--- src/rtl/cpu_pkg.sv ---
`default_nettype none
// +----------------------------------------------------------------------+
// | cpu_pkg                                                              |
// | Shared opcodes, ALU encodings, field widths and FSM states.          |
// | Rev 1.0                                                              |
// +----------------------------------------------------------------------+
package cpu_pkg;

  localparam int OPC_W  = 4;
  localparam int DATA_W = 8;

  localparam logic [OPC_W-1:0] OP_NOP  = 4'h0;
  localparam logic [OPC_W-1:0] OP_LDI  = 4'h1;
  localparam logic [OPC_W-1:0] OP_ADD  = 4'h2;
  localparam logic [OPC_W-1:0] OP_SUB  = 4'h3;
  localparam logic [OPC_W-1:0] OP_AND  = 4'h4;
  localparam logic [OPC_W-1:0] OP_OR   = 4'h5;
  localparam logic [OPC_W-1:0] OP_XOR  = 4'h6;
  localparam logic [OPC_W-1:0] OP_JMP  = 4'h7;
  localparam logic [OPC_W-1:0] OP_JZ   = 4'h8;
  localparam logic [OPC_W-1:0] OP_OUT  = 4'h9;
  localparam logic [OPC_W-1:0] OP_HALT = 4'hF;

  typedef enum logic [2:0] {
    ALU_PASS = 3'd0,
    ALU_ADD  = 3'd1,
    ALU_SUB  = 3'd2,
    ALU_AND  = 3'd3,
    ALU_OR   = 3'd4,
    ALU_XOR  = 3'd5
  } alu_op_e;

  typedef enum logic [1:0] {
    FETCH   = 2'd0,
    DECODE  = 2'd1,
    EXECUTE = 2'd2,
    HALT    = 2'd3
  } state_e;

endpackage : cpu_pkg
`default_nettype wire

--- src/rtl/cpu_sequencer_instr_decode.sv ---
`default_nettype none
// +----------------------------------------------------------------------+
// | instr_decode                                                         |
// | Combinational opcode decoder; outputs are ungated control enables.  |
// | Rev 1.0                                                              |
// +----------------------------------------------------------------------+
module instr_decode
  import cpu_pkg::*;
(
  input  logic [OPC_W-1:0] opcode_i,
  output logic [2:0]       alu_op_o,
  output logic             acc_we_en_o,
  output logic             out_we_en_o,
  output logic             jmp_o,
  output logic             jz_o,
  output logic             halt_o,
  output logic             illegal_o
);

  always_comb begin
    alu_op_o    = ALU_PASS;
    acc_we_en_o = 1'b0;
    out_we_en_o = 1'b0;
    jmp_o       = 1'b0;
    jz_o        = 1'b0;
    halt_o      = 1'b0;
    illegal_o   = 1'b0;
    case (opcode_i)
      OP_NOP:  ;
      OP_LDI:  begin alu_op_o = ALU_PASS; acc_we_en_o = 1'b1; end
      OP_ADD:  begin alu_op_o = ALU_ADD;  acc_we_en_o = 1'b1; end
      OP_SUB:  begin alu_op_o = ALU_SUB;  acc_we_en_o = 1'b1; end
      OP_AND:  begin alu_op_o = ALU_AND;  acc_we_en_o = 1'b1; end
      OP_OR:   begin alu_op_o = ALU_OR;   acc_we_en_o = 1'b1; end
      OP_XOR:  begin alu_op_o = ALU_XOR;  acc_we_en_o = 1'b1; end
      OP_JMP:  jmp_o       = 1'b1;
      OP_JZ:   jz_o        = 1'b1;
      OP_OUT:  out_we_en_o = 1'b1;
      OP_HALT: halt_o      = 1'b1;
      // 0xA..0xE behave as NOP but are flagged
      default: illegal_o   = 1'b1;
    endcase
  end

endmodule : instr_decode
`default_nettype wire

--- src/rtl/cpu_sequencer.sv ---
`default_nettype none
// +----------------------------------------------------------------------+
// | cpu_sequencer                                                        |
// | Fetch/decode/execute control unit: owns pc, ir and datapath strobes.|
// | Rev 1.0                                                              |
// +----------------------------------------------------------------------+
module cpu_sequencer
  import cpu_pkg::*;
#(
  parameter int PC_WIDTH    = 8,
  parameter int INSTR_WIDTH = 12
) (
  input  logic                   clk,
  input  logic                   rst_n,
  output logic                   imem_req,
  output logic [PC_WIDTH-1:0]    imem_addr,
  input  logic                   imem_ack,
  input  logic [INSTR_WIDTH-1:0] imem_rdata,
  output logic [INSTR_WIDTH-1:0] ir,
  input  logic                   zero_flag,
  output logic [2:0]             alu_op,
  output logic                   acc_we,
  output logic                   out_we,
  output logic                   halted,
  output logic                   illegal
);

  state_e                 state_q, state_d;
  logic [PC_WIDTH-1:0]    pc_q, pc_d;
  logic [INSTR_WIDTH-1:0] ir_q, ir_d;
  logic                   illegal_q, illegal_d;

  logic [2:0]             w_dec_alu_op;
  logic                   w_dec_acc_we, w_dec_out_we;
  logic                   w_dec_jmp, w_dec_jz, w_dec_halt, w_dec_illegal;
  logic                   w_exec, w_fetch_ack, w_take_jump;
  logic [PC_WIDTH-1:0]    w_jump_target;

  instr_decode u_instr_decode (
    .opcode_i    (ir_q[INSTR_WIDTH-1 -: OPC_W]),
    .alu_op_o    (w_dec_alu_op),
    .acc_we_en_o (w_dec_acc_we),
    .out_we_en_o (w_dec_out_we),
    .jmp_o       (w_dec_jmp),
    .jz_o        (w_dec_jz),
    .halt_o      (w_dec_halt),
    .illegal_o   (w_dec_illegal)
  );

  assign w_exec        = (state_q == EXECUTE);
  assign w_fetch_ack   = imem_req & imem_ack;
  assign w_take_jump   = w_exec & (w_dec_jmp | (w_dec_jz & zero_flag));
  assign w_jump_target = PC_WIDTH'(ir_q[DATA_W-1:0]);

  // State register
  always_ff @(posedge clk or negedge rst_n) begin
    if (!rst_n) begin
      state_q <= FETCH;
    end else begin
      state_q <= state_d;
    end
  end

  // Next-state logic
  always_comb begin
    state_d = state_q;
    case (state_q)
      FETCH:   if (w_fetch_ack) state_d = DECODE;
      DECODE:  state_d = EXECUTE;
      EXECUTE: state_d = w_dec_halt ? HALT : FETCH;
      HALT:    state_d = HALT;
      default: state_d = FETCH;
    endcase
  end

  // pc / ir / sticky illegal; a jump overrides the increment done in FETCH
  always_comb begin
    pc_d      = pc_q;
    ir_d      = ir_q;
    illegal_d = illegal_q | (w_exec & w_dec_illegal);
    if (w_fetch_ack) begin
      ir_d = imem_rdata;
      pc_d = pc_q + 1'b1;
    end
    if (w_take_jump) begin
      pc_d = w_jump_target;
    end
  end

  always_ff @(posedge clk or negedge rst_n) begin
    if (!rst_n) begin
      pc_q      <= '0;
      ir_q      <= '0;
      illegal_q <= 1'b0;
    end else begin
      pc_q      <= pc_d;
      ir_q      <= ir_d;
      illegal_q <= illegal_d;
    end
  end

  // Output logic; request is masked by rst_n so reset drops it at once
  always_comb begin
    imem_req  = (state_q == FETCH) & rst_n;
    imem_addr = pc_q;
    ir        = ir_q;
    alu_op    = w_exec ? w_dec_alu_op : ALU_PASS;
    acc_we    = w_exec & w_dec_acc_we;
    out_we    = w_exec & w_dec_out_we;
    halted    = (state_q == HALT);
    illegal   = illegal_q | (w_exec & w_dec_illegal);
  end

endmodule : cpu_sequencer
`default_nettype wire

--- config.mk ---
export PLATFORM = sky130hd
export DESIGN_NAME = cpu_sequencer
export DESIGN_NICKNAME = d
export VERILOG_FILES = /design/src/rtl/cpu_pkg.sv /design/src/rtl/cpu_sequencer_instr_decode.sv /design/src/rtl/cpu_sequencer.sv
export SDC_FILE = /design/constraint.sdc
export NUM_CORES = 1
export LEC_CHECK = 0
export CAP_MARGIN = 20
export CORE_UTILIZATION = 40
export DETAILED_ROUTE_END_ITERATION = 12
export HOLD_SLACK_MARGIN = 0.06
export PLACE_DENSITY = 0.75
export SKIP_LAST_GASP = 1
export SLEW_MARGIN = 15
export SYNTH_ARGS = -nofsm -noshare
export SYNTH_HDL_FRONTEND = slang
export SYNTH_SLANG_ARGS = --single-unit
--- constraint.sdc ---
create_clock -name clk -period 1.4 [get_ports clk]
set_input_delay 0.14 -clock clk [delete_from_list [all_inputs] [get_ports clk]]
set_output_delay 0.14 -clock clk [all_outputs]
set_load 0.005 [all_outputs]
# Word level (Yosys, flattened, before mapping)
# Cells that the tools add are included.
[totals]
regBits = 23
input_bits = 16
output_inout_bits = 28
wordCells = 46
[classes]
n_addsub = 1
n_eq_ne = 14
mux = 13
n_bitwise = 9
reduce_logical = 5
[op_table]
columns = ["op", "n"]
rows = [
  ["== test 4 x 3 -> 1 bit, second input constant", 4],
  ["two-way mux 8 bit", 2],
  ["case mux 3 bit (5 select lines)", 1],
  ["== test 4 bit, second input constant", 3],
  ["OR reduction 11 bit", 1],
  ["adder 8 x 1 -> 8 bit, second input constant", 1],
  ["== test 4 x 2 -> 1 bit, second input constant", 2],
  ["case mux 2 bit (4 select lines)", 1],
  ["AND 1 bit", 7],
  ["two-way mux 1 bit", 6],
  ["OR reduction 6 bit", 1],
  ["== test 2 bit, second input constant", 2],
  ["== test 4 x 1 -> 1 bit, second input constant", 1],
  ["logical NOT 4 bit", 1],
  ["two-way mux 2 bit", 2],
  ["two-way mux 3 bit", 1],
  ["== test 2 x 1 -> 1 bit, second input constant", 1],
  ["logical NOT 2 bit", 1],
  ["!= test 2 bit, second input constant", 1],
  ["OR 1 bit", 2],
  ["nonzero test 2 bit", 1],
]

# Logic depth before layout (Yosys ltp)
# Gate-level depths: netlist of the first run.
[depth]
depth_word = 6
ltp_mapped = 6
mapped_depth_nobuf = 5

# By module
# A second synthesis of the first run with hierarchy kept.
[unflattened]
hier_cells = 138
area_unflattened_um2 = 1247.4
[by_module_without_submodules]
columns = ["module", "n_inst", "cells_each", "area_each_um2", "seq_area_each_um2"]
rows = [
  ["cpu_sequencer", 1, 121, 1123.6, 575.6],
  ["instr_decode", 1, 17, 123.9, 0.0],
]

# Worst setup path after synthesis of the first run
# Ideal clock, no wire load.
[synth_timing]
path_type = "register to register"
start = "register ir_q[8] (netlist: ir[8])"
end = "register pc_q[6] (netlist: imem_addr[6])"
setup_time_ns = 0.126
arrival_time_ns = 1.399
required_time_ns = 1.274
path_slack_ns = -0.125
stages_incl_launch_ff = 6
n_path_buf = 2
synth_period_minus_slack_ns = 1.525
cell_sequence = "dfrtp_1 -> buf_2 -> and3_4 -> a22o_1 -> buf_6 -> a221o_1"
[synth_between]
elab_chain_len = 6
elab_cells_between_ends = 9
cone_classes = "eq/ne: 2; mux: 3; bitwise: 3; reduce/logical: 1"
[synth_lines]
columns = ["item", "line", "source"]
rows = [
  ["from (decl)", "cpu_sequencer.sv:30", "logic [INSTR_WIDTH-1:0] ir_q, ir_d;"],
  ["from (signal assigned)", "cpu_sequencer.sv:97", "ir_q <= ir_d;"],
  ["== test 4 bit", "cpu_sequencer_instr_decode.sv:28", "case (opcode_i)"],
  ["two-way mux 1 bit", "cpu_sequencer_instr_decode.sv:28", ""],
  ["AND 1 bit", "cpu_sequencer.sv:52", "assign w_take_jump = w_exec & (w_dec_jmp | (w_dec_jz & zero_flag));"],
  ["OR 1 bit (*)", "cpu_sequencer.sv:52", ""],
  ["AND 1 bit (*)", "cpu_sequencer.sv:52", ""],
  ["two-way mux 8 bit / nonzero test 2 bit (equally long branches)", "--", ""],
  ["to (signal assigned)", "cpu_sequencer.sv:96", "pc_q <= pc_d;"],
  ["to (decl)", "cpu_sequencer.sv:29", "logic [PC_WIDTH-1:0] pc_q, pc_d;"],
]
# Mark *: on every way between the ends. The rest lies on a longest branch, timed or not.
# A chain may end at the register's enable or synchronous reset.

# Worst setup path after layout of the first run
[layout_timing]
start = "register ir_q[10] (netlist: ir[10])"
end = "register pc_q[2] (netlist: imem_addr[2])"
# Same word-level chain as after synthesis.

==> results.sh, run 1 <==
export IMPL_fp_dieH_um=57.20
export IMPL_path_buf_inv=4
export IMPL_power_density_mw_per_mm2=1364
export IMPL_path_common_cell="buf_6"
export IMPL_grtUsageMet2=0.4269
export IMPL_power_w=0.003295
export IMPL_grtUsageTotal=0.2476
export IMPL_clock_skew_ns=0.001731
export IMPL_grt_use_met1=0.2930
export IMPL_endpoint_kind="flop"
export IMPL_yosysSeqAreaShare=0.4723
export IMPL_numCtsBuffers=3
export IMPL_p_seq_frac=0.306
export IMPL_initial_core_util=0.4308
export IMPL_use_met3=0.05669
export IMPL_fillers=136
export IMPL_worstPathArrival_ns=2.01
export IMPL_antenna_found_initial=0
export IMPL_ys_ff_latch=23
export IMPL_syn_avg_cell_area_um2=9.095
export IMPL_wl_per_cell_um=18.53
export IMPL_p_clk_frac=0.102
export IMPL_synthCells=134
export IMPL_postRouteAntennaNets=0
export IMPL_crit_chain="buf_6 > and3_4 > buf_6 > a221oi_4 > buf_4 > buf_6 > o21ai_2 > nand2_1"
export IMPL_p_int_w=0.002078
export IMPL_criticalPathCategory="flop to flop"
export IMPL_area_delta_synth_final_pct=98.15
export IMPL_grt_max_degree=15
export IMPL_coreArea_mm2=0.002829
export IMPL_hpwl_um=2536
export IMPL_crit_family="buffers and inverters"
export IMPL_clkTransAtPathRegs_ns=0.13
export IMPL_holdWs_ns=0.2807
export IMPL_ir_worst_vdd_uv=1444
export IMPL_dr_first_iter_drc_count=159
export IMPL_via_per_inst=5.600
export IMPL_drt_total_wl_um=5004
export IMPL_die_w_um=57.20
export IMPL_post_route_period_util=1.232
export IMPL_detail_route_first_pass_iterations=6
export IMPL_leakage_nw=1.236
export IMPL_grt_first_pass_wirelength_um=6223
export IMPL_synth_distinct_cells=38
export IMPL_synthArstFlopShare=1.000
export IMPL_crit_fanout=4
export IMPL_cp_start_kind="flop"
export IMPL_diodes=0
export IMPL_min_period_ns=1.725
export IMPL_setup_viol=32
export IMPL_num_rows=19
export IMPL_pwr_share_comb=0.592
export IMPL_portBuffers=43
export IMPL_max_freq_mhz=579.7
export IMPL_num_vias=1512
export IMPL_drive_above_1_share=0.5021
export IMPL_cts_root_buf="clkbuf_4"
export IMPL_postLayoutCoreUtil=0.8536
export IMPL_rsz0062_at_grt="yes"
export IMPL_cts_max_level=1
export IMPL_violations="setup timing"
export IMPL_cap_violations=0
export IMPL_die_area_mm2=0.003271
export IMPL_cp_slowest_cell="dfrtp_1"
export IMPL_synth_edf_count=0
export IMPL_nets=257
export IMPL_hold_viol_final=0
export IMPL_syn_nets=151
export IMPL_yosysWarnings=0
export IMPL_ios=44
export IMPL_slowest_delay_ns=0.44
export IMPL_gp_congestion=0.8056
export IMPL_worstSkewPairLatency_ns=0.33
export IMPL_pre_cts_slack_ns=-0.2859
export IMPL_maxSlewViolCount=0
export IMPL_cts_tree="built"
export IMPL_clockBufferDepth=2
export IMPL_cts_sinks=23
export IMPL_grt_busiest_layer="met2"
export IMPL_worst_slew_pin_slew_ns=0.3421
export IMPL_hp_class="input port to asynchronous set/reset pin"
export IMPL_status="finished, violations left"
export IMPL_drcViolationCount=0
export IMPL_maxSlewHeadroom=0.7694
export IMPL_p_sw_frac=0.3694
export IMPL_grt_pass1_vias=1410
export IMPL_p_switching_w=0.001217
export IMPL_crit_required_ns=1.68
export IMPL_synth_flop_cell="dfrtp_1"
export IMPL_worst_slack_ns=-0.3251
export IMPL_holdBufCountCts=0
export IMPL_synth_area_mm2=0.001219
export IMPL_grt_overflow=0
==> what timing repair did <==
item / CTS / global route
endpoints found under the setup margin: 31 / 42
setup buffers: 22 / 11
cloned: 1 / 2
gates resized for setup: 52 / 60
pin swaps: 13 / 15
==> cell families (layout without fill, tap and decap cells) <==
| group | Yosys count | in the layout | synth area share |
|---|---|---|---|
| XOR/XNOR | 1 | 1 | 0.007188 |
| AO/OA/AOI/OAI | 23 | 24 | 0.1509 |
| adder cells (fa/ha/maj) | 1 | 1 | 0.01027 |
| buffers and inverters | 9 | 113 | 0.04415 |
| flip-flops | 23 | 23 | 0.4723 |
| AND/OR/NAND/NOR | 77 | 77 | 0.3152 |
==> area by class of cell <==
type / instances / area, um2 / share of cell area
Tap cell: 31 / 38.79 / 0.01606
Multi-Input combinational cell: 103 / 799.5 / 0.3311
Inverter: 1 / 3.754 / 0.001554
Timing Repair Buffer: 108 / 964.7 / 0.3995
Clock inverter: 1 / 7.507 / 0.003109
Sequential cell: 23 / 578.1 / 0.2394
Clock buffer: 3 / 22.52 / 0.009326
==> metrics by stage <==
step                cells  area (um2)  setup TNS [ns]
CTS                   257        2141          -3.304
global placement      230        1872          -2.545
global route          270        2415          -6.633
detailed placement    230        1872          -2.996
finish                270        2415          -4.612
floorplan             134        1240         -0.1127
==> metal layers <==
metal  up-vias  part of all wire
li1        680                 -
met2        80              0.52
met5         -                 0
met4         0             0.026
met1       737              0.39
met3        15             0.063
==> power groups by stage <==
stage	Clock [W]	Sequential, W	Combinational, W
global route	0.000353	0.00103	0.00207
finish	0.000335	0.00101	0.00195
detailed placement	0	0.00104	0.00124
global placement	0	0.00102	0.00121
CTS	0.000329	0.000996	0.00157
floorplan	0	0.00105	0.000447
==> final timing paths <==
kind / start / endpoint / slack (ns) / cells past startpoint
setup / recovery: ir[10]$_DFFE_PN0P_ / imem_addr[2]$_DFFE_PN0P_ / -0.33 / 8
hold / removal: rst_n / state_q[0]$_DFFE_PN0P_ / 0.28 / 2
setup reg to reg: ir[10]$_DFFE_PN0P_ / imem_addr[2]$_DFFE_PN0P_ / -0.33 / 8
hold reg to reg: ir[7]$_DFFE_PN0P_ / ir[7]$_DFFE_PN0P_ / 0.55 / 2
max in group asynchronous: rst_n / ir[11]$_DFFE_PN0P_ / 0.88 / 2
min in group clk: imem_rdata[9] / ir[9]$_DFFE_PN0P_ / 0.32 / 3
==> synth_stat cells, types with 3 or more instances <==
master / count / area share
a21oi_1: 3 / 0.012
nor2_1: 6 / 0.018
nor3_1: 4 / 0.016
nor3b_1: 3 / 0.018
buf_2: 4 / 0.016
and3_1: 3 / 0.015
nand3_1: 3 / 0.012
o21ai_1: 4 / 0.016
nand2_1: 46 / 0.14
dfrtp_1: 23 / 0.47
==> registers in the layout, indices dropped and copies added (netlist names) <==
| name | count |
|---|---|
| illegal_q | 1 |
| imem_addr | 8 |
| ir | 12 |
| state_q | 2 |
==> placed cells by master, fill, tap and decap left out, types with 2 or more instances in the layout <==
cell,Yosys,routed
o21ai_2,0,3
nor2_1,6,3
nand2_4,0,2
dfrtp_2,0,2
buf_4,0,44
a21o_1,2,2
buf_2,4,4
clkbuf_4,0,3
clkdlybuf4s50_1,0,24
nand2_1,46,33
buf_6,2,22
nor2_4,0,2
clkbuf_2,0,4
nand2_2,0,11
dlymetal6s2s_1,0,5
nand3_1,3,3
nor3_1,4,3
dfrtp_1,23,21
nor3b_2,1,2
dlygate4sd2_1,0,5
and3_1,3,3
a221o_1,2,2
a21oi_1,3,2
Note: power is estimated with default switching activity, not from simulation.
==> run 2: changes to the inputs <==
CTS_BUF_LIST = sky130_fd_sc_hd__clkbuf_16   (was default)
==> run 2 against run 1 <==
Effect of this change: the run still ends with setup timing left; cell count decreased by 8.1%; critical path depth decreased by 3; global-route usage decreased by 1.4 points; worst hold slack improved by 0.093 ns; total power decreased by 3.6%; clock power increased by 93%; clock skew increased by 0.00078 ns; first-iteration DRC count decreased by 64%; count of clock-buffer cells in the layout unchanged; die area unchanged; combinational power decreased by 24%; setup slack improved by 0.10 ns; critical path type is now flop to output port; largest power group unchanged.
==> results.sh, run 2 (same netlist as run 1, synthesis figures left out) <==
export IMPL_holdBufCountCts=0
export IMPL_criticalPathCategory="flop to output port"
export IMPL_worst_slew_pin_slew_ns=0.3079
export IMPL_crit_required_ns=1.26
export IMPL_drive_above_1_share=0.3594
export IMPL_status="finished, violations left"
export IMPL_crit_family="flip-flops"
export IMPL_wl_met2_um=1920
export IMPL_post_route_period_util=1.161
export IMPL_drcViolationCount=0
export IMPL_cts_tree="built"
export IMPL_postRouteAntennaNets=0
export IMPL_power_density_mw_per_mm2=1477
export IMPL_violations="setup timing"
export IMPL_ir_worst_vdd_uv=1312
export IMPL_leakage_nw=1.044
export IMPL_coreArea_mm2=0.002829
export IMPL_largest_reg_flops=12
export IMPL_nets=235
export IMPL_detail_route_first_pass_iterations=4
export IMPL_wl_per_cell_um=15.33
export IMPL_crit_fanout=3
export IMPL_tns_ns=-2.069
export IMPL_dr_first_iter_drc_count=58
export IMPL_p_int_w=0.002136
export IMPL_die_w_um=57.20
export IMPL_rsz0062_at_grt="yes"
export IMPL_fillers=167
export IMPL_maxSlewHeadroom=0.7925
export IMPL_crit_chain="and2b_1 > buf_6 > nand2_2 > o31ai_4 > buf_2"
export IMPL_min_period_ns=1.625
export IMPL_dr_wl_met3_um=127
export IMPL_worstSkewPairLatency_ns=0.26
export IMPL_grt_first_pass_wirelength_um=5761
export IMPL_clock_skew_ns=0.002512
export IMPL_portBuffers=43
export IMPL_gp_congestion=0.8056
export IMPL_clkTransAtPathRegs_ns=0.06
export IMPL_cp_slowest_cell="dfrtp_1"
export IMPL_p_switching_w=0.001040
export IMPL_worst_slack_ns=-0.2252
export IMPL_worstPathArrival_ns=1.49
export IMPL_final_cell_mix="nand2_1, buf_4, clkdlybuf4s50_1, dfrtp_1, buf_6"
export IMPL_area_delta_synth_final_pct=76.49
export IMPL_maxSlewViolCount=0
export IMPL_initial_core_util=0.4308
export IMPL_setup_viol=17
export IMPL_hpwl_um=2536
export IMPL_diodes=0
export IMPL_num_vias=1328
export IMPL_slowest_delay_ns=0.40
export IMPL_fp_dieH_um=57.20
export IMPL_numCtsBuffers=3
export IMPL_mostFrequentLayoutCell="nand2_1"
export IMPL_p_clk_frac=0.204
export IMPL_grt_max_degree=15
export IMPL_hp_class="input port to asynchronous set/reset pin"
export IMPL_num_rows=19
export IMPL_ios=44
export IMPL_endpoint_kind="output port"
export IMPL_antenna_found_initial=0
export IMPL_pwr_share_comb=0.466
export IMPL_p_sw_frac=0.3274
export IMPL_die_area_mm2=0.003271
export IMPL_hold_viol_final=0
export IMPL_cts_sinks=23
export IMPL_drt_met1_wl_um=1678
export IMPL_cts_max_level=1
export IMPL_cts_root_buf="clkbuf_16"
export IMPL_grtUsageTotal=0.2334
export IMPL_path_buf_inv=2
export IMPL_via_per_inst=5.355
export IMPL_drt_total_wl_um=3801
export IMPL_max_freq_mhz=615.3
export IMPL_p_seq_frac=0.329
export IMPL_highest_layer="met4"
export IMPL_grt_overflow=0
export IMPL_clockBufferDepth=2
export IMPL_cap_violations=0
export IMPL_cp_start_kind="flop"
export IMPL_grt_pass1_vias=1239
export IMPL_holdWs_ns=0.3736
-- run 2: changes by cell type in the layout (fill, tap and decap cells not counted), sizes merged --
cell           change
clkbuf             -2
clkdlybuf4s50      +7
dlygate4sd2        -2
clkdlybuf4s15      +1
buf               -21
a22o               -1
dlymetal6s2s       -4
-- run 2: per-stage QoR --
step	power [W]	setup slack [ns]	instances	utilization	area [um2]
floorplan	0.001498	-0.05636	134	-	1240
global placement	0.002228	-0.2492	230	0.6617	1872
detailed placement	0.002274	-0.2859	230	0.6617	1872
CTS	0.003076	-0.1885	246	0.7377	2087
global route	0.003340	-0.2715	248	0.7603	2151
finish	0.003177	-0.2252	248	0.7603	2151
-- run 2: cell type report --
cell class              count  area (um2)  share of cell area
repair buffers             87       764.5              0.3554
multi-input cells         102       684.4              0.3182
flip-flops and latches     23       576.8              0.2682
clock buffers               3       75.07             0.03490
well taps                  31       38.79             0.01803
clock inverters             1       7.507            0.003490
inverters                   1       3.754            0.001745
-- run 2: worst paths after layout --
| path | from | to | slack (ns) | cells past startpoint |
|---|---|---|---|---|
| hold / removal | rst_n | state_q[1]$_DFFE_PN0P_ | 0.37 | 2 |
| min in group clk | imem_rdata[9] | ir[9]$_DFFE_PN0P_ | 0.41 | 3 |
| setup reg to reg | state_q[0]$_DFFE_PN0P_ | imem_addr[4]$_DFFE_PN0P_ | -0.20 | 7 |
| setup / recovery | state_q[0]$_DFFE_PN0P_ | illegal | -0.23 | 5 |
| hold reg to reg | ir[6]$_DFFE_PN0P_ | ir[6]$_DFFE_PN0P_ | 0.51 | 2 |
| max in group asynchronous | rst_n | ir[11]$_DFFE_PN0P_ | 0.78 | 2 |
-- run 2: timing repair --
action	in CTS	in global routing
pin swaps	12	9
resized for setup	46	15
endpoints found under the setup margin	24	31
setup buffers	11	3
gates cloned	1	0
-- run 2: metal layers --
| metal | GRT usage | vias to the layer above |
|---|---|---|
| met2 | 0.3966 | 36 |
| met1 | 0.2914 | 653 |
| li1 | - | 631 |
| met4 | 0.07666 | 0 |
| met3 | 0.05896 | 8 |
| met5 | 0 | - |
-- run 2: power groups by stage --
stage | sequential, W | combinational, W | clock (W)
detailed placement | 0.00104 | 0.00124 | 0
finish | 0.00105 | 0.00148 | 0.000648
CTS | 0.00104 | 0.00139 | 0.000649
global route | 0.00107 | 0.00159 | 0.000681
floorplan | 0.00105 | 0.000447 | 0
global placement | 0.00102 | 0.00121 | 0
